==> src/rtl/instr_cache.sv <==
// instr_cache: direct-mapped read-only instruction cache with a
// two-state block refill FSM and saturating hit/miss counters.
module instr_cache #(
   parameter int ADDR_W      = 10,
   parameter int NUM_BLOCKS  = 8,
   parameter int BLOCK_WORDS = 4,
   parameter int CNT_W       = 16
) (
   input  logic                                   CLK,
   input  logic                                   RESET,
   input  logic [31:0]                            PC,
   input  logic                                   READ,
   output logic [31:0]                            INSTRUCTION,
   output logic                                   BUSYWAIT,
   output logic                                   MEM_READ,
   output logic [ADDR_W-3-$clog2(BLOCK_WORDS):0]  MEM_ADDRESS,
   input  logic [32*BLOCK_WORDS-1:0]              MEM_READDATA,
   input  logic                                   MEM_BUSYWAIT,
   output logic [CNT_W-1:0]                       HIT_COUNT,
   output logic [CNT_W-1:0]                       MISS_COUNT
);

   localparam int WO_W  = $clog2(BLOCK_WORDS);
   localparam int IX_W  = $clog2(NUM_BLOCKS);
   localparam int BA_W  = ADDR_W - 2 - WO_W;
   localparam int TAG_W = BA_W - IX_W;
   localparam int OW    = (WO_W > 0) ? WO_W : 1;

   typedef enum logic {IDLE, MISS} state_e;

   state_e                       state_q, state_d;
   logic [NUM_BLOCKS-1:0]        valid_q;
   logic [TAG_W-1:0]             tag_q  [NUM_BLOCKS];
   logic [BLOCK_WORDS-1:0][31:0] data_q [NUM_BLOCKS];
   logic [BA_W-1:0]              miss_blk_q, miss_blk_d;
   logic [CNT_W-1:0]             hit_cnt_q, hit_cnt_d;
   logic [CNT_W-1:0]             miss_cnt_q, miss_cnt_d;

   logic [BA_W-1:0]  pc_blk;
   logic [IX_W-1:0]  pc_idx;
   logic [TAG_W-1:0] pc_tag;
   logic [OW-1:0]    pc_off;
   logic [IX_W-1:0]  miss_idx;
   logic             hit;
   logic             refill;
   logic             busy_raw;
   logic             mem_read_raw;
   logic             unused_pc;

   function automatic logic [CNT_W-1:0] sat_inc(input logic [CNT_W-1:0] v);
      return (&v) ? v : v + CNT_W'(1);
   endfunction

   assign pc_blk   = PC[ADDR_W-1 -: BA_W];
   assign pc_idx   = pc_blk[IX_W-1:0];
   assign pc_tag   = pc_blk[BA_W-1 -: TAG_W];
   assign miss_idx = miss_blk_q[IX_W-1:0];

   generate
      if (WO_W > 0) begin : g_off
         assign pc_off = PC[2 +: OW];
      end else begin : g_no_off
         assign pc_off = '0;
      end
   endgenerate

   assign unused_pc = ^{PC[31:ADDR_W], PC[1:0]};

   assign hit = (state_q == IDLE) && READ && valid_q[pc_idx]
                && (tag_q[pc_idx] == pc_tag);

   assign INSTRUCTION = hit ? data_q[pc_idx][pc_off] : 32'h0;

   // Reset must silence the stall lines even while READ is held high.
   assign BUSYWAIT   = busy_raw & ~RESET;
   assign MEM_READ   = mem_read_raw & ~RESET;
   assign HIT_COUNT  = hit_cnt_q;
   assign MISS_COUNT = miss_cnt_q;

   always_comb begin
      state_d      = state_q;
      miss_blk_d   = miss_blk_q;
      hit_cnt_d    = hit_cnt_q;
      miss_cnt_d   = miss_cnt_q;
      refill       = 1'b0;
      busy_raw     = 1'b0;
      mem_read_raw = 1'b0;
      MEM_ADDRESS  = pc_blk;
      unique case (state_q)
         IDLE: begin
            if (hit) begin
               hit_cnt_d = sat_inc(hit_cnt_q);
            end else if (READ) begin
               busy_raw   = 1'b1;
               miss_blk_d = pc_blk;
               miss_cnt_d = sat_inc(miss_cnt_q);
               state_d    = MISS;
            end
         end
         MISS: begin
            busy_raw     = 1'b1;
            mem_read_raw = 1'b1;
            MEM_ADDRESS  = miss_blk_q;
            if (!MEM_BUSYWAIT) begin
               refill  = 1'b1;
               state_d = IDLE;
            end
         end
         default: state_d = IDLE;
      endcase
   end

   always_ff @(posedge CLK or posedge RESET) begin
      if (RESET) begin
         state_q    <= IDLE;
         valid_q    <= '0;
         miss_blk_q <= '0;
         hit_cnt_q  <= '0;
         miss_cnt_q <= '0;
      end else begin
         state_q    <= state_d;
         miss_blk_q <= miss_blk_d;
         hit_cnt_q  <= hit_cnt_d;
         miss_cnt_q <= miss_cnt_d;
         if (refill) valid_q[miss_idx] <= 1'b1;
      end
   end

   // Tag and data arrays need no reset: valid bits gate their use.
   always_ff @(posedge CLK) begin
      if (refill) begin
         tag_q[miss_idx]  <= miss_blk_q[BA_W-1 -: TAG_W];
         data_q[miss_idx] <= MEM_READDATA;
      end
   end

endmodule

==> config.mk <==
export PLATFORM = sky130hd
export DESIGN_NAME = instr_cache
export DESIGN_NICKNAME = d
export VERILOG_FILES = /design/src/rtl/instr_cache.sv
export SDC_FILE = /design/constraint.sdc
export NUM_CORES = 1
export LEC_CHECK = 0
export ABC_AREA = 0
export CAP_MARGIN = 0
export CORE_ASPECT_RATIO = 1.4
export CORE_MARGIN = 2
export CORE_UTILIZATION = 37
export DETAILED_ROUTE_END_ITERATION = 6
export HOLD_SLACK_MARGIN = 0.08
export PLACE_DENSITY_LB_ADDON = 0.25
export SLEW_MARGIN = 10
export SYNTH_ARGS = -nofsm -noshare
export SYNTH_HDL_FRONTEND = slang
export SYNTH_SLANG_ARGS = --single-unit
==> constraint.sdc <==
create_clock -name CLK -period 17.7 [get_ports CLK]
set_input_delay 3.54 -clock CLK [delete_from_list [all_inputs] [get_ports CLK]]
set_output_delay 3.54 -clock CLK [all_outputs]
set_load 0.1 [all_outputs]
==> metrics.yaml, run 1 <==
layout:
  nNetsFinal: 2272
  post-route-cell-area_sq_um: 49600
  multi_input_area_sq_um: 9180
  regArea_sq_um: 32600
  synthToLayoutAreaGrowth_pct: 17.4
  instances_no_fill: 3674
  drive_gt1_frac: 0.239
  n_fill_cell: 9526
clock_network:
  cts_buffer_depth: 3
  cts_resized: 0
  insertion_delay_ps: 700
  clkTransAtPathRegs_ps: 70
  root_buffer: "clkbuf_16"
  clock_sinks: 1095
  cts_tree: "done"
  cts_buffers: 103
  cts_setup_buffers: 0
  cts_htree_levels: 3
  hold_buffers: 0
placement:
  place_area_sq_um: 46100
  io_buffer_count: 211
  gp_congestion: 0.743
  place_hpwl_um: 50500
  place_inst: 3481
critical_path:
  worst_ep_required_time_ps: 14160
  r2r-start: "state_q$_DFF_PP0_"
  max_stage_delay_ps: 1150
  worstPathMaxFanout: 139
  cp-start-kind: "input port"
  startpoint: "PC[5]"
  worstSetupPathType: "input port to output pin"
  path_cells: "buf_8 > buf_12 > mux4_2 > mux2i_1 > xor2_1 > nand4_4 > buf_4 > a21oi_1 > nor2_1 > clkdlybuf4s50_1"
  endpoint_kind: "output pin"
  critPathSlowestCell: "clkdlybuf4s50_1"
  arrival_ps: 8210
flow_run:
  cap_violations: 0
sta:
  max_slew_margin: 0.294
  slew_violations: 0
  finalSetupTns_ps: 0
  worst_pin_slew_ps: 1060
  post-route-min-period_ps: 11750
  timing.hold.ws_ps: 470
  setup_viol: 0
  rsz0062_at_grt: "false"
  hold_viol: 0
  clock_skew_ps: 27.2
  fin_crit_sh: 0.664
  fmax_mhz: 85.1
grt:
  grt_max_degree: 140
  grt_first_pass_wirelength_um: 139000
  grtUsageTotal: 0.163
  antenna_found_initial: 33
  grt_pass1_vias: 20899
  grt.overflow.total: 0
power_and_ir_drop:
  p_leak_uw: 0.0156
  combPwrFrac: 0.092
  p_seq_frac: 0.520
  p_int_uw: 4450
  switching_power_uw: 1340
  vdd_ir_drop_max_v: 0.0000849
  p_sw_frac: 0.231
  power.density_nw_per_um2: 117
  clkPwrFrac: 0.388
detailed_routing:
  vias: 19479
  routed_wl_um: 94100
  drtIter0Drc: 1410
  antenna_left: 0
  viasPerCell: 5.30
  drcViolationCount: 0
  dr.pass1.iters: 6
  wl_per_cell_um: 25.6
logic_synthesis:
  syn_nets: 2024
  netlist_instances: 1858
  synth_edf_count: 1048
  synthDistinctLibCells: 38
  ys_ff_latch: 1095
  synth_area_sq_um: 42200
  ys_seq_area_frac: 0.773
  syn_avg_cell_area_sq_um: 22.7
  ys_dominant_reg_cell: "edfxtp_1"
  yosys_warnings: 0
  async_reset_ff_frac: 0.0429
min_path:
  hold_start: "valid_q[5]$_DFFE_PP0P_"
  hp-class: "register to register"
floorplan:
  dieArea_sq_um: 117000
  dieWidth_um: 289
  io_pins: 236
  start_util: 0.373
  rows: 146
  core_sq_um: 113000
  die_y_um: 404
status:
  status: "finished clean"
[cells in the mapped netlist (10+ instances only)]
cell      instances  area share
buf_2            34      0.0040
a211oi_1         62       0.011
dfrtp_1          47       0.028
nor2_1           50      0.0044
mux4_2          294        0.16
buf_1            20      0.0018
mux2_2           11      0.0029
a21oi_1          34      0.0040
clkbuf_1         46      0.0041
nor2b_1          36      0.0053
nand2_1          12      0.0011
nor3_1           10      0.0012
edfxtp_1       1048        0.75
and3_1           14      0.0021
xor2_1           15      0.0031
xnor2_1          14      0.0029
mux2i_1          42       0.010
nand3_1          23      0.0027
[critical path, delay by kind of cell]
kind	cells	cell delay [ps]
buf+inv	4	3070
mux	2	790
simple gates	2	420
compound gates	1	150
xor+xnor	1	120
[final timing paths]
| kind | end | slack (ps) | depth (start not counted) |
|---|---|---|---|
| setup / recovery | BUSYWAIT | 5950 | 10 |
| hold reg to reg | valid_q[5]$_DFFE_PP0P_ | 470 | 1 |
| min in group asynchronous | HIT_COUNT[6]$_DFFE_PP0P_ | 3460 | 2 |
| max in group asynchronous | HIT_COUNT[1]$_DFFE_PP0P_ | 13600 | 2 |
| hold / removal | valid_q[5]$_DFFE_PP0P_ | 470 | 1 |
| setup reg to reg | data_q[5][12]$_DFFE_PP_ | 13540 | 5 |
[power by group through the flow]
stage                     Clock (uW)  Sequential, uW  Combinational [uW]
after floorplan                    0            3140                 280
after global placement             0            3060                 539
after detailed placement           0            3070                 545
after CTS                       2310            3010                 547
after global routing            2390            3020                 571
final                           2240            3010                 535
[layout make-up]
class | instances | area share
repair buffers | 246 | 0.0485
clock buffers | 117 | 0.0539
well taps | 1480 | 0.0374
clock inverters | 70 | 0.0156
inverters | 3 | 0.000227
multi-input cells | 657 | 0.185
diodes | 6 | 0.000303
flip-flops and latches | 1095 | 0.659
[layout by cell type (no fill, tap or decap), drive strengths merged, types with 14 or more instances in the layout]
cell and count:
dfrtp 47, nor2b 36, mux2 17, clkbuf 118, nor2 50, and3 14
mux2i 42, buf 40, clkdlybuf4s50 205, xnor2 14, bufinv 14, a21oi 34
edfxtp 1048, a211oi 62, clkinv 49, xor2 15, mux4 294, nand3 23
[flip-flops by register name, summed over array words and instances (netlist names)]
register,count
HIT_COUNT,16
MISS_COUNT,16
data_q,1024
miss_blk_q,6
state_q,1
tag_q,24
valid_q,8
[metrics by stage]
| step | setup WS, ps | power, uW | utilization |
|---|---|---|---|
| after global routing | 5550 | 5980 | 0.438 |
| after detailed placement | 5670 | 3610 | 0.408 |
| after global placement | 5690 | 3600 | 0.408 |
| after floorplan | 3830 | 3420 | - |
| after CTS | 5660 | 5870 | 0.438 |
| final | 5950 | 5790 | 0.438 |
[layer usage]
metal / track usage / up-vias / wire [um]
li1: - / 8338 / -
met5: 0 / - / 245
met3: 0.0371 / 160 / 5500
met2: 0.266 / 450 / 46200
met1: 0.218 / 10491 / 40200
met4: 0.0492 / 40 / 1980
[kinds of logic after synthesis]
kind of cell,synth area share
AOI/OAI and AO/OA,0.0159
and+or+nand+nor,0.0215
xor gates and xnor gates,0.00602
buffers and inverters,0.0109
DFF,0.773
muxes,0.172
adders and majority gates,0.000593
Note: power is estimated with default switching activity, not from simulation.
==> run 2, diff against run 1 <==
- clock period: 17.7 -> 12.1 ns (I/O delays scaled with it)
==> metrics.yaml, run 2 (synthesized netlist as in run 1, its figures left out) <==
critical_path:
  cp-start-kind: "input port"
  arrival_ps: 7280  # -930 ps
  endpoint_kind: "output pin"
  worstSetupPathType: "input port to output pin"
  worst_ep_required_time_ps: 9680  # -4480 ps
  worstPathMaxFanout: 65  # -53%
power_and_ir_drop:
  vdd_ir_drop_max_v: 0.0000944  # +11%
  clkPwrFrac: 0.379  # -0.009
  power.density_nw_per_um2: 169  # +45%
  combPwrFrac: 0.093  # about the same
  p_leak_uw: 0.0155  # -0.55%
  p_sw_frac: 0.231  # about the same
  p_seq_frac: 0.528  # +0.008
  p_int_uw: 6420  # +44%
  switching_power_uw: 1930  # +44%
grt:
  grt_first_pass_wirelength_um: 139000  # +0.50%
  grtUsageTotal: 0.163  # +0.000365
  antenna_found_initial: 31  # -6.1%
  grt_pass1_vias: 20924  # +0.12%
  grt_max_degree: 133  # -5.0%
  grt.overflow.total: 0  # unchanged
clock_network:
  root_buffer: "clkbuf_16"
  cts_htree_levels: 3  # unchanged
  cts_buffers: 102  # -0.97%
  insertion_delay_ps: 710  # about the same
  cts_buffer_depth: 3  # unchanged
  clkTransAtPathRegs_ps: 60  # about the same
  cts_resized: 0  # unchanged
  cts_tree: "done"
  hold_buffers: 0  # unchanged
  cts_setup_buffers: 0  # unchanged
  clock_sinks: 1095  # unchanged
layout:
  largest_reg_flops: 1024  # unchanged
  final_common_cell: "edfxtp_1"
  post-route-cell-area_sq_um: 49400  # -0.23%
  synthToLayoutAreaGrowth_pct: 17.1
  drive_gt1_frac: 0.234  # -0.00562
  top_register: "data_q"
  reg.largest.list: "data_q (1024), tag_q (24)"
  final_cell_mix: "edfxtp_1, mux4_2, clkdlybuf4s50_1"
  nNetsFinal: 2269  # -0.13%
placement:
  place_area_sq_um: 46100  # about the same
  gp_congestion: 0.710  # -4.5%
  io_buffer_count: 211  # unchanged
  place_hpwl_um: 50900  # +0.75%
floorplan:
  core_sq_um: 113000  # unchanged
  start_util: 0.373  # unchanged
  dieArea_sq_um: 117000  # unchanged
  rows: 146  # unchanged
  dieWidth_um: 289  # unchanged
  io_pins: 236  # unchanged
  die_y_um: 404  # unchanged
sta:
  finalSetupTns_ps: 0  # unchanged
  post-route-min-period_ps: 9700
  fmax_mhz: 103
  max_slew_margin: 0.228  # -0.0659
  fin_crit_sh: 0.802
  setup_viol: 0  # unchanged
  hold_viol: 0  # unchanged
  worst_pin_slew_ps: 1150  # +98.5 ps
  rsz0062_at_grt: "false"
  clock_skew_ps: 43.1  # +15.9 ps
  slew_violations: 0  # unchanged
detailed_routing:
  drcViolationCount: 0  # unchanged
  wl_per_cell_um: 25.7  # +0.12%
  dr.pass1.iters: 5  # -1
  antenna_left: 0  # unchanged
  viasPerCell: 5.30  # about the same
  routed_wl_um: 94200  # about the same
  drtIter0Drc: 1442  # +2.3%
  vias: 19483  # +0.021%
min_path:
  hp-class: "register to register"
status:
  status: "finished clean"
flow_run:
  cap_violations: 0  # unchanged
[run 2: cell types whose count changed in the layout (fill, tap and decap cells not counted), sizes merged]
| cell | delta |
|---|---|
| buf | -2 |
| bufinv | -4 |
| clkbuf | +14 |
| clkinv | -14 |
| diode | +2 |
| inv | +3 |
[run 2: final cells by class]
type | instances | area [sq um]
fillers | 9519 | 63600
clock inverters | 55 | 608
clock buffers | 131 | 2700
diodes | 8 | 20.0
inverters | 3 | 11.3
repair buffers | 244 | 2400
flip-flops and latches | 1095 | 32600
well taps | 1480 | 1850
multi-input cells | 657 | 9190
[run 2: path summary, 6_finish.rpt]
kind                                              from                         end  slack [ps]  depth (start not counted)
worst max-delay path                             PC[5]              INSTRUCTION[6]        2400                         10
worst min-delay path            valid_q[0]$_DFFE_PP0P_      valid_q[0]$_DFFE_PP0P_         470                          1
worst max register to register       state_q$_DFF_PP0_     data_q[2][37]$_DFFE_PP_        7930                          5
worst min register to register  valid_q[0]$_DFFE_PP0P_      valid_q[0]$_DFFE_PP0P_         470                          1
max in group asynchronous                        RESET    HIT_COUNT[1]$_DFFE_PP0P_        9400                          3
min in group asynchronous                        RESET  MISS_COUNT[14]$_DFFE_PP0P_        2260                          3
[run 2: power groups by stage]
stage | combinational [uW] | sequential [uW] | clock (uW)
floorplan | 410 | 4590 | 0
global placement | 782 | 4480 | 0
detailed placement | 792 | 4490 | 0
CTS | 794 | 4410 | 3260
global route | 830 | 4420 | 3390
finish | 776 | 4410 | 3170
[run 2: routing by layer]
| layer | global-route usage | wire [um] |
|---|---|---|
| met1 | 0.215 | 40000 |
| met4 | 0.0481 | 1940 |
| met3 | 0.0395 | 5700 |
| met2 | 0.269 | 46400 |
| met5 | 0 | 179 |
[run 2: per-stage QoR]
step	std cells	power [uW]	util	setup WS [ps]	hold slack [ps]
after floorplan	1858	5000	-	3000	439
after global placement	3479	5260	0.408	2260	451
after detailed placement	3479	5280	0.408	2260	454
after CTS	3665	8460	0.437	2260	470
after global routing	3672	8640	0.437	2100	488
final	3673	8350	0.437	2400	469
[run 2: worst max-delay path, stage by stage]
cell and delay [ps]:
buf_8 460, buf_4 880, buf_4 930, mux4_2 360, nor2b_1 130, a211oi_1 70, a211oi_1 420, a21oi_1 90
nor2_1 200, clkdlybuf4s50_1 1170
==> run 3, diff against run 2 <==
- clock period: 12.1 -> 9.4 ns (I/O delays scaled with it)
==> metrics.yaml, run 3 (synthesized netlist as in run 1, its figures left out) <==
critical_path:
  worstSetupPathType: "input port to output pin"
  worstPathMaxFanout: 54  # -17%
  worst_ep_required_time_ps: 7520  # -2160 ps
  endpoint_kind: "output pin"
  cp-start-kind: "input port"
  arrival_ps: 5710  # -1570 ps
power_and_ir_drop:
  p_int_uw: 8270  # +29%
  p_leak_uw: 0.0155  # +0.31%
  combPwrFrac: 0.094  # about the same
  vdd_ir_drop_max_v: 0.000191  # +100%
  total_power_uw: 10800  # +29%
  p_sw_frac: 0.233  # +0.00197
  p_seq_frac: 0.526  # -0.002
  clkPwrFrac: 0.381  # +0.002
  switching_power_uw: 2520  # +30%
  power.density_nw_per_um2: 218  # +29%
floorplan:
  rows: 146  # unchanged
  dieArea_sq_um: 117000  # unchanged
  io_pins: 236  # unchanged
  core_sq_um: 113000  # unchanged
  die_y_um: 404  # unchanged
  dieWidth_um: 289  # unchanged
  start_util: 0.373  # unchanged
layout:
  synthToLayoutAreaGrowth_pct: 17.3
  nNetsFinal: 2266  # -0.13%
  final_common_cell: "edfxtp_1"
  drive_gt1_frac: 0.238  # +0.00366
  reg.largest.list: "data_q (1024), tag_q (24)"
  top_register: "data_q"
  final_cell_mix: "edfxtp_1, mux4_2, clkdlybuf4s50_1"
  post-route-cell-area_sq_um: 49500  # +0.15%
  largest_reg_flops: 1024  # unchanged
detailed_routing:
  vias: 19499  # +0.082%
  drtIter0Drc: 1620  # +12%
  drcViolationCount: 0  # unchanged
  routed_wl_um: 94600  # +0.40%
  dr.pass1.iters: 6  # +1
  viasPerCell: 5.31  # +0.16%
  wl_per_cell_um: 25.8  # +0.48%
  antenna_left: 0  # unchanged
grt:
  grtUsageTotal: 0.164  # +0.000601
  grt_max_degree: 133  # unchanged
  antenna_found_initial: 25  # -19%
  grt_pass1_vias: 20936  # +0.057%
  grt.overflow.total: 0  # unchanged
  grt_first_pass_wirelength_um: 140000  # +0.51%
sta:
  setup_viol: 0  # unchanged
  post-route-min-period_ps: 7590
  fmax_mhz: 132
  fin_crit_sh: 0.807
  worst_pin_slew_ps: 1160  # +8.91 ps
  hold_viol: 0  # unchanged
  finalSetupTns_ps: 0  # unchanged
  max_slew_margin: 0.224  # -0.00353
  timing.final.ws_setup_ps: 1810  # -584 ps
  rsz0062_at_grt: "false"
  timing.hold.ws_ps: 472  # +3.37 ps
  slew_violations: 0  # unchanged
  clock_skew_ps: 36.1  # -6.92 ps
placement:
  gp_congestion: 0.725  # +2.2%
  pre_cts_slack_ps: 1750  # -515 ps
  place_hpwl_um: 49600  # -2.6%
  place_area_sq_um: 46200  # +0.11%
  io_buffer_count: 211  # unchanged
clock_network:
  clkTransAtPathRegs_ps: 60  # about the same
  cts_resized: 0  # unchanged
  cts_buffers: 102  # unchanged
  cts_htree_levels: 3  # unchanged
  cts_tree: "done"
  root_buffer: "clkbuf_16"
  insertion_delay_ps: 710  # about the same
  clock_sinks: 1095  # unchanged
  cts_setup_buffers: 0  # unchanged
  cts_buffer_depth: 3  # unchanged
  hold_buffers: 0  # unchanged
status:
  status: "finished clean"
min_path:
  hp-class: "register to register"
flow_run:
  cap_violations: 0  # unchanged
[run 3: cell count changes in the layout (fill, tap and decap cells not counted), moves of 2 or more]
cell,before,now
clkbuf_16,102,104
clkbuf_8,5,3
clkinv_2,11,13
clkinv_8,1,3
clkdlybuf4s50_1,205,194
diode_2,8,5
clkbuf_1,25,31
clkinv_1,20,17
inv_6,4,0
buf_12,3,11
[run 3: path summary, 6_finish.rpt]
path | start | endpoint | slack [ps] | depth (start not counted)
worst max-delay path | PC[5] | INSTRUCTION[17] | 1810 | 7
worst min-delay path | valid_q[5]$_DFFE_PP0P_ | valid_q[5]$_DFFE_PP0P_ | 470 | 1
worst max register to register | state_q$_DFF_PP0_ | data_q[6][37]$_DFFE_PP_ | 6010 | 4
worst min register to register | valid_q[5]$_DFFE_PP0P_ | valid_q[5]$_DFFE_PP0P_ | 470 | 1
max in group asynchronous | RESET | miss_blk_q[3]$_DFFE_PP0P_ | 6770 | 3
min in group asynchronous | RESET | HIT_COUNT[12]$_DFFE_PP0P_ | 1750 | 2
[run 3: metal layers]
| layer | vias to the layer above | global-route usage | routed length (um) |
|---|---|---|---|
| met4 | 28 | 0.0498 | 2040 |
| met2 | 473 | 0.272 | 47300 |
| li1 | 8331 | - | - |
| met1 | 10520 | 0.218 | 39500 |
| met5 | - | 0 | 171 |
| met3 | 147 | 0.0331 | 5640 |
[run 3: area by class of cell]
| class | count | area (sq um) |
|---|---|---|
| repair buffers | 241 | 2450 |
| diodes | 5 | 12.5 |
| flip-flops and latches | 1095 | 32600 |
| multi-input cells | 657 | 9190 |
| clock inverters | 52 | 596 |
| inverters | 3 | 11.3 |
| clock buffers | 137 | 2750 |
| well taps | 1480 | 1850 |
| fillers | 9515 | 63600 |
[run 3: stage by stage]
stage          utilization  cells
3_3_place_gp         0.408   3476
2_1_floorplan            -   1858
3_5_place_dp         0.408   3476
6_report             0.438   3670
5_1_grt              0.438   3667
4_1_cts              0.438   3665
[run 3: power by group through the flow]
stage	Sequential, uW	Combinational [uW]	Clock [uW]
floorplan	5910	527	0
global placement	5760	1020	0
detailed placement	5780	1030	0
CTS	5670	1030	4220
global route	5690	1080	4400
finish	5670	1010	4110
[run 3: worst max-delay path, stage by stage]
cell and delay, ps:
buf_8 390, buf_4 720, mux4_2 420, mux4_2 520, a21oi_1 510, nor2_1 90, clkdlybuf4s50_1 1000
